### src/rtl/serial_cmd_dispatch.sv
// serial_cmd_dispatch: turns rx packets into register writes, register reads with tx readback, or slave-readback forwarding
module serial_cmd_dispatch #(
  parameter real TCQ = 0.1,
  parameter int ADDR_WIDTH = 16,
  parameter int RD_TIMEOUT = 64,
  parameter logic [31:0] RD_DUMMY = 32'hDEAD_BEEF
) (
  input  logic                  clk_i,
  input  logic                  rst_i,
  input  logic                  rx_valid_i,
  input  logic [31:0]           rx_data_i,
  output logic                  reg_wr_en_o,
  output logic                  reg_rd_en_o,
  output logic [ADDR_WIDTH-1:0] reg_addr_o,
  output logic [31:0]           reg_wr_data_o,
  input  logic                  reg_rd_vld_i,
  input  logic [31:0]           reg_rd_data_i,
  output logic                  tx_valid_o,
  output logic [31:0]           tx_data_o,
  output logic                  tx_last_o,
  input  logic                  tx_ready_i,
  output logic                  rb_valid_o,
  output logic [31:0]           rb_data_o,
  output logic                  busy_o,
  output logic                  cmd_err_o,
  output logic                  rd_timeout_o
);
  localparam int TW = $clog2(RD_TIMEOUT + 1);
  typedef enum logic [2:0] {IDLE, WR, RB, RD_HDR, RD_REQ, RD_WAIT, RD_SEND} state_t;
  state_t state;
  logic [ADDR_WIDTH-1:0] ba;
  logic [4:0] nm1;
  logic [5:0] idx;
  logic [TW-1:0] tcnt;
  logic rx_prev, drop, last;
  assign last = idx[4:0] == nm1;
  if (TCQ < 0.0) begin : g_tcq_chk
    $error("TCQ must be non-negative");
  end
  always_ff @(posedge clk_i) begin
    if (rst_i) begin
      state <= IDLE;
      ba <= '0;
      nm1 <= '0;
      idx <= '0;
      tcnt <= '0;
      rx_prev <= 1'b0;
      drop <= 1'b0;
      reg_wr_en_o <= 1'b0;
      reg_rd_en_o <= 1'b0;
      reg_addr_o <= '0;
      reg_wr_data_o <= '0;
      tx_valid_o <= 1'b0;
      tx_data_o <= '0;
      tx_last_o <= 1'b0;
      rb_valid_o <= 1'b0;
      rb_data_o <= '0;
      busy_o <= 1'b0;
      cmd_err_o <= 1'b0;
      rd_timeout_o <= 1'b0;
    end else begin
      rx_prev <= rx_valid_i;
      reg_wr_en_o <= 1'b0;
      reg_rd_en_o <= 1'b0;
      rb_valid_o <= 1'b0;
      cmd_err_o <= 1'b0;
      rd_timeout_o <= 1'b0;
      if (!rx_valid_i) drop <= 1'b0;
      case (state)
        IDLE:
          if (rx_valid_i && !rx_prev) begin
            ba <= ADDR_WIDTH'(rx_data_i[31:16]);
            nm1 <= rx_data_i[4:0];
            idx <= '0;
            tcnt <= '0;
            busy_o <= 1'b1;
            if (rx_data_i[15:12] == 4'b1010) begin
              state <= RB;
              rb_valid_o <= 1'b1;
              rb_data_o <= rx_data_i;
            end else state <= rx_data_i[7] ? RD_HDR : WR;
          end else if (rx_valid_i && !drop) begin
            cmd_err_o <= 1'b1;
            drop <= 1'b1;
          end
        WR:
          if (!rx_valid_i) begin
            cmd_err_o <= 1'b1;
            state <= IDLE;
            busy_o <= 1'b0;
          end else begin
            reg_wr_en_o <= 1'b1;
            reg_addr_o <= ba + ADDR_WIDTH'(idx);
            reg_wr_data_o <= rx_data_i;
            idx <= idx + 6'd1;
            if (last) begin
              state <= IDLE;
              busy_o <= 1'b0;
            end
          end
        RB:
          if (rx_valid_i) begin
            rb_valid_o <= 1'b1;
            rb_data_o <= rx_data_i;
          end else begin
            state <= IDLE;
            busy_o <= 1'b0;
          end
        RD_HDR:
          if (!tx_valid_o) begin
            tx_valid_o <= 1'b1;
            tx_data_o <= {16'(ba), 4'b1010, 7'd0, nm1};
            tx_last_o <= 1'b0;
          end else if (tx_ready_i) begin
            tx_valid_o <= 1'b0;
            reg_rd_en_o <= 1'b1;
            reg_addr_o <= ba + ADDR_WIDTH'(idx);
            state <= RD_REQ;
          end
        RD_REQ: begin
          tcnt <= '0;
          state <= RD_WAIT;
        end
        RD_WAIT:
          if (reg_rd_vld_i || tcnt == TW'(RD_TIMEOUT)) begin
            tx_valid_o <= 1'b1;
            tx_data_o <= reg_rd_vld_i ? reg_rd_data_i : RD_DUMMY;
            tx_last_o <= last;
            rd_timeout_o <= !reg_rd_vld_i;
            state <= RD_SEND;
          end else tcnt <= tcnt + TW'(1);
        RD_SEND:
          if (tx_ready_i) begin
            tx_valid_o <= 1'b0;
            if (last) begin
              state <= IDLE;
              busy_o <= 1'b0;
            end else begin
              idx <= idx + 6'd1;
              reg_rd_en_o <= 1'b1;
              reg_addr_o <= ba + ADDR_WIDTH'(idx + 6'd1);
              state <= RD_REQ;
            end
          end
        default: begin
          state <= IDLE;
          busy_o <= 1'b0;
        end
      endcase
      if (rx_valid_i && state inside {RD_HDR, RD_REQ, RD_WAIT, RD_SEND}) begin
        drop <= 1'b1;
        if (!rx_prev) cmd_err_o <= 1'b1;
      end
    end
  end
endmodule

### config.mk
export PLATFORM = sky130hd
export DESIGN_NAME = serial_cmd_dispatch
export DESIGN_NICKNAME = d
export VERILOG_FILES = /design/src/rtl/serial_cmd_dispatch.sv
export SDC_FILE = /design/constraint.sdc
export NUM_CORES = 1
export LEC_CHECK = 0
export ABC_AREA = 0
export CORE_UTILIZATION = 52
export CTS_CLUSTER_DIAMETER = 80
export CTS_CLUSTER_SIZE = 25
export DETAILED_ROUTE_END_ITERATION = 10
export HOLD_SLACK_MARGIN = 0.08
export PLACE_DENSITY = 0.86
export SYNTH_ARGS = -nofsm -noshare
export SYNTH_HDL_FRONTEND = slang
export SYNTH_SLANG_ARGS = --single-unit
### constraint.sdc
create_clock -name clk_i -period 5.7 [get_ports clk_i]
set_input_delay 0.855 -clock clk_i [delete_from_list [all_inputs] [get_ports clk_i]]
set_output_delay 0.855 -clock clk_i [all_outputs]
set_load 0.01 [all_outputs]
### Word-level counts from Yosys, hierarchy flattened

Index checks and enable logic that the tools add are counted.
W data, S select, Z words.

* register bits: 159
* latch bits: 0
* RAM bits: 0
* memory bits (read-only): 0
* input port bits: 69
* output and inout bits: 120
* logic and storage cells: 146
* memories: 0

* add/subtract/negate cells: 5
* multiply operators: 0
* divide/modulo/power cells: 0
* order comparisons: 0
* equal/unequal tests: 22
* shift operators: 0
* mux-type cells: 68
* bitwise operators: 4
* reduce and logical (&&, ||, !) cells: 28

Operators by type and width (number)
* $mux W32: 6
* $pmux W32 S2: 2
* $mux W16: 5
* $pmux W16 S3: 1
* $mux W1: 28
* $mux W3: 9
* $mux W6: 4
* $ne A2 B2 Y1 const B: 12
* $pmux W3 S7: 1
* $pmux W7 S3: 1
* $pmux W6 S3: 1
* $add A16 B6 Y16: 1
* $add A16 B7 Y16: 1
* $mux W7: 2
* $reduce_bool A3 Y1: 4
* $eq A3 B3 Y1 const B: 3
* $reduce_and A3 Y1: 3
* $pmux W1 S2: 4
* $reduce_and A4 Y1: 2
* $add A6 B1 Y7 const B: 1
* $add A7 B1 Y7 const B: 1
* $eq A7 B7 Y1 const B: 1
* $reduce_and A7 Y1: 1
* $add A6 B1 Y6 const B: 1
* 20 further kinds: 32

### Logic depth before layout (Yosys ltp)

* depth after elaboration: 7
* gate-level depth with buffers: 9

### Worst setup path before layout

OpenSTA, ideal clock, no wires.

* kind: input port to flip-flop
* start point: in rx_valid_i
* end point: reg idx[5]
* setup time: 0.070 ns
* arrival: 2.155 ns
* setup slack: 3.475 ns
* cell stages on the path: 6
* path through: clkbuf_1 nand3_1 a32o_1 buf_6 or4_1 a21oi_1

* longest elaborated chain between the ends: 3
* elaborated cells on any way between the ends: 4

Ends and longest elaborated chain
* start, declared: line 10 `input logic rx_valid_i,`
* $logic_and A1 B1 Y1: line 71 `if (rx_valid_i && !rx_prev) begin`
* $ne A2 B2 Y1 (no source line)
* $reduce_and A5 Y1 (no source line) *
* end signal, assigned: line 95 `idx <= idx + 6'd1;`
* end signal, assigned: line 139 `idx <= idx + 6'd1;`
* end, declared: line 33 `logic [5:0] idx;`

Every way passes the cells marked *; elsewhere a longest branch is shown, timed or not.
A chain may end at the register's enable or synchronous reset.

### Final worst setup path

* start point: in reg_rd_vld_i
* end point: reg tx_data_o[29]

* longest elaborated chain between the ends: 3
* elaborated cells on any way between the ends: 6

Ends and longest elaborated chain
* start, declared: line 16 `input logic reg_rd_vld_i,`
* $mux W32 / $logic_or A1 B1 Y1 (equally long branches): line 127, 125
* $mux W32 / $ne A2 B2 Y1 (equally long branches)
* $pmux W32 S2 / $reduce_and A3 Y1 (equally long branches)
* end signal, assigned: line 112 `tx_data_o <= {16'(ba), 4'b1010, 7'd0, nm1};`
* end signal, assigned: line 127 `tx_data_o <= reg_rd_vld_i ? reg_rd_data_i : RD_DUMMY;`
* end, declared: line 19 `output logic [31:0] tx_data_o,`

Several ways; a longest one is shown, not always the timed one. The select of a mux whose other input is x is not followed.

==> results.sh <==
export IMPL_wl_met1_um=8190
export IMPL_core_area_um2=12700
export IMPL_finalSetupViolCount=0
export IMPL_clkPwrFrac=0.421
export IMPL_via_count=6569
export IMPL_finalSetupTns_ns=0
export IMPL_area_growth_pct=37.2
export IMPL_worst_path_stages=6
export IMPL_wl_met3_um=1770
export IMPL_seq_area_frac_synth=0.468
export IMPL_cts_max_path_buffers=2
export IMPL_start_kind="input pin"
export IMPL_seqPwrFrac=0.433
export IMPL_final_antenna_net_count=0
export IMPL_startpoint="reg_rd_vld_i"
export IMPL_clock_fmax_mhz=328
export IMPL_synth_seq_cells=159
export IMPL_clk_pin_slew_ns=0.06
export IMPL_relSlewSlack=0.171
export IMPL_wl_met2_um=8740
export IMPL_synthCells=841
export IMPL_vias_per_cell=5.56
export IMPL_hp_class="reg2reg"
export IMPL_crit_arrival_ns=3.36
export IMPL_grt_pass1_wl_um=29900
export IMPL_num_antenna_cells=0
export IMPL_hold_viol=0
export IMPL_avgSynthCellArea_um2=8.09
export IMPL_routed_wl_um=18900
export IMPL_cts_inserted_buffers=17
export IMPL_worst_slew_pin_slew_ns=1.24
export IMPL_portBuffers=188
export IMPL_rows=41
export IMPL_post_cts_setup_buffer_count=0
export IMPL_cts_htree_levels=4
export IMPL_hold_buffers=0
export IMPL_slew_violations=0
export IMPL_drive_gt1_frac=0.0505
export IMPL_cts_resized=0
export IMPL_die_w_um=116
export IMPL_p_comb_frac=0.146
export IMPL_wl_per_cell_um=16.0
export IMPL_rsz0062_at_grt="false"
export IMPL_synth_edf_count=0
export IMPL_initial_utilization=0.537
export IMPL_drt_initial_drc_count=600
export IMPL_drc=0
export IMPL_dp_worst_setup_slack_ns=2.29
export IMPL_crit_fanout=35
export IMPL_num_io_pins=189
export IMPL_p_sw_mw=0.736
export IMPL_ir_drop_mv=0.199
export IMPL_dp_hpwl_um=12700
export IMPL_clock_latency_ns=0.42
export IMPL_cts_sinks=159
export IMPL_grt_overflow_total=0
export IMPL_groute_usage_overall=0.286
export IMPL_outcome="finished, final reports clean"
export IMPL_end_kind="flip-flop"
export IMPL_fin_ws_ns=2.65
export IMPL_async_flop_share=0
export IMPL_endpoint="tx_data_o[29]"
export IMPL_path_cells="clkdlybuf4s50_1 > buf_4 > a31oi_1 > o22ai_2 > nor2_1 > a311oi_1"
export IMPL_yosysWarnings=0
export IMPL_max_cap_violations=0
export IMPL_p_leak_nw=3.24
export IMPL_synth_cell_types=61
export IMPL_die_h_um=116
export IMPL_synth_nets=922
export IMPL_reg2reg_to="tx_data_o[29]"
export IMPL_min_period_over_period=0.535
export IMPL_cpPeakStageDelay_ns=1.05
export IMPL_topRoutingLayerUsed="met4"
export IMPL_crit_type="in2reg"
export IMPL_final_common_cell="nand2_1"
export IMPL_switching_share=0.258
export IMPL_fin_nets=1078
export IMPL_fin_skew_ns=0.00696
export IMPL_grt_pass1_vias=6042
export IMPL_worstRegToRegCells=4
export IMPL_finalPower_mw=2.85
export IMPL_gp_congestion=0.838
export IMPL_syn_area_um2=6810
export IMPL_final_min_clock_period_ns=3.05
export IMPL_cts_tree="yes"
export IMPL_grt_start_max_net_pins=66
export IMPL_p_int_mw=2.12
export IMPL_synth_flop_cell="dfxtp_1"
export IMPL_drt_pass1_iter_count=5
export IMPL_crit_family="compound AO/OA/AOI/OAI gates"
export IMPL_slowest_stage="o22ai_2"
export IMPL_cts_root_buffer="clkbuf_16"
export IMPL_antenna_found_initial=0
export IMPL_cp_data_required_time_ns=6.02
export IMPL_reg2reg_slack_ns=2.82
export IMPL_final_cell_mix="nand2_1 (202), clkdlybuf4s50_1 (187), dfxtp_1 (159)"
export IMPL_power_density_nw_per_um2=305
export IMPL_die_area_um2=13500
export IMPL_rr_startpoint="state[2]"
export IMPL_crit_buf_inv=2
export IMPL_fin_util=0.737
==> cell families after synthesis <==
kind of cell / Yosys count / share of synthesized area
and+or+nand+nor: 331 / 0.214
DFF: 159 / 0.468
muxes: 3 / 0.00460
buffers and inverters: 72 / 0.0434
xor gates and xnor gates: 21 / 0.0270
AOI/OAI and AO/OA: 243 / 0.219
adders and majority gates: 12 / 0.0243
==> routing by layer <==
metal / track usage / vias up
met1: 0.374 / 3051
met4: 0.0949 / 0
met3: 0.0830 / 21
met5: 0 / -
li1: - / 3229
met2: 0.452 / 268
==> per-stage QoR <==
stage / area, um^2 / hold WS, ns / std cells
floorplan: 6810 / 0.454 / 841
global placement: 8710 / 0.439 / 1150
detailed placement: 8710 / 0.445 / 1150
CTS: 9340 / 0.453 / 1182
global route: 9340 / 0.463 / 1182
finish: 9340 / 0.453 / 1182
==> how the worst min path moves through the flow <==
stage,end,from,cells past startpoint
after floorplan,ba[2],ba[2],2
after global placement,reg_wr_data_o[19],reg_wr_data_o[19],2
after detailed placement,tx_data_o[31],tx_data_o[31],2
after CTS,tx_data_o[31],tx_data_o[31],2
after global routing,tx_data_o[19],tx_data_o[19],2
final,rb_data_o[29],rb_data_o[29],2
==> final cells by class <==
class                   instances  area, um^2
clock inverters                14         188
inverters                      15        56.3
well taps                     172         215
fillers                       981        3330
repair buffers                194        1920
multi-input cells             610        3330
clock buffers                  18         439
flip-flops and latches        159        3180
==> power by group through the flow <==
stage,logic [mW],registers (mW),clock network [mW]
finish,0.417,1.24,1.20
floorplan,0.212,1.26,0
CTS,0.416,1.23,1.21
global route,0.458,1.24,1.26
detailed placement,0.412,1.26,0
global placement,0.406,1.26,0
==> tightest hold or removal path: cells and delay by family, from the launching register on <==
family	cells	cell delay [ns]
flip-flops	1	0.31
AND/OR/NAND/NOR	1	0.05
AO/OA/AOI/OAI	1	0.05
==> state kept, by name, indices dropped and copies added (netlist names), 5 cells and up <==
signal and flops:
reg_wr_data_o 32, idx 6, tcnt 7, nm1 5, reg_addr_o 16, rb_data_o 32, tx_data_o 32, ba 16
==> synthesized netlist by cell type, drive strengths merged, types with 3 or more instances <==
cell | n | area [um^2]
nand3 | 16 | 80.1
nor2b | 6 | 37.5
nand3b | 17 | 128
nor3 | 7 | 35.0
xnor2 | 6 | 52.6
clkbuf | 41 | 154
and3 | 5 | 31.3
o2bb2ai | 8 | 76.3
buf | 16 | 85.1
a31oi | 7 | 43.8
a21oi | 133 | 666
o22ai | 5 | 31.3
or3 | 7 | 43.8
a311oi | 7 | 61.3
o2111ai | 3 | 26.3
a32oi | 4 | 35.0
inv | 15 | 56.3
dfxtp | 159 | 3180
nand2 | 202 | 758
nor2 | 53 | 201
xor2 | 15 | 131
o21ai | 28 | 140
o211ai | 19 | 143
ha | 10 | 125
nand2b | 5 | 38.8
o21a | 7 | 52.6
a211oi | 5 | 37.5
Note: power is estimated with default switching activity, not from simulation.
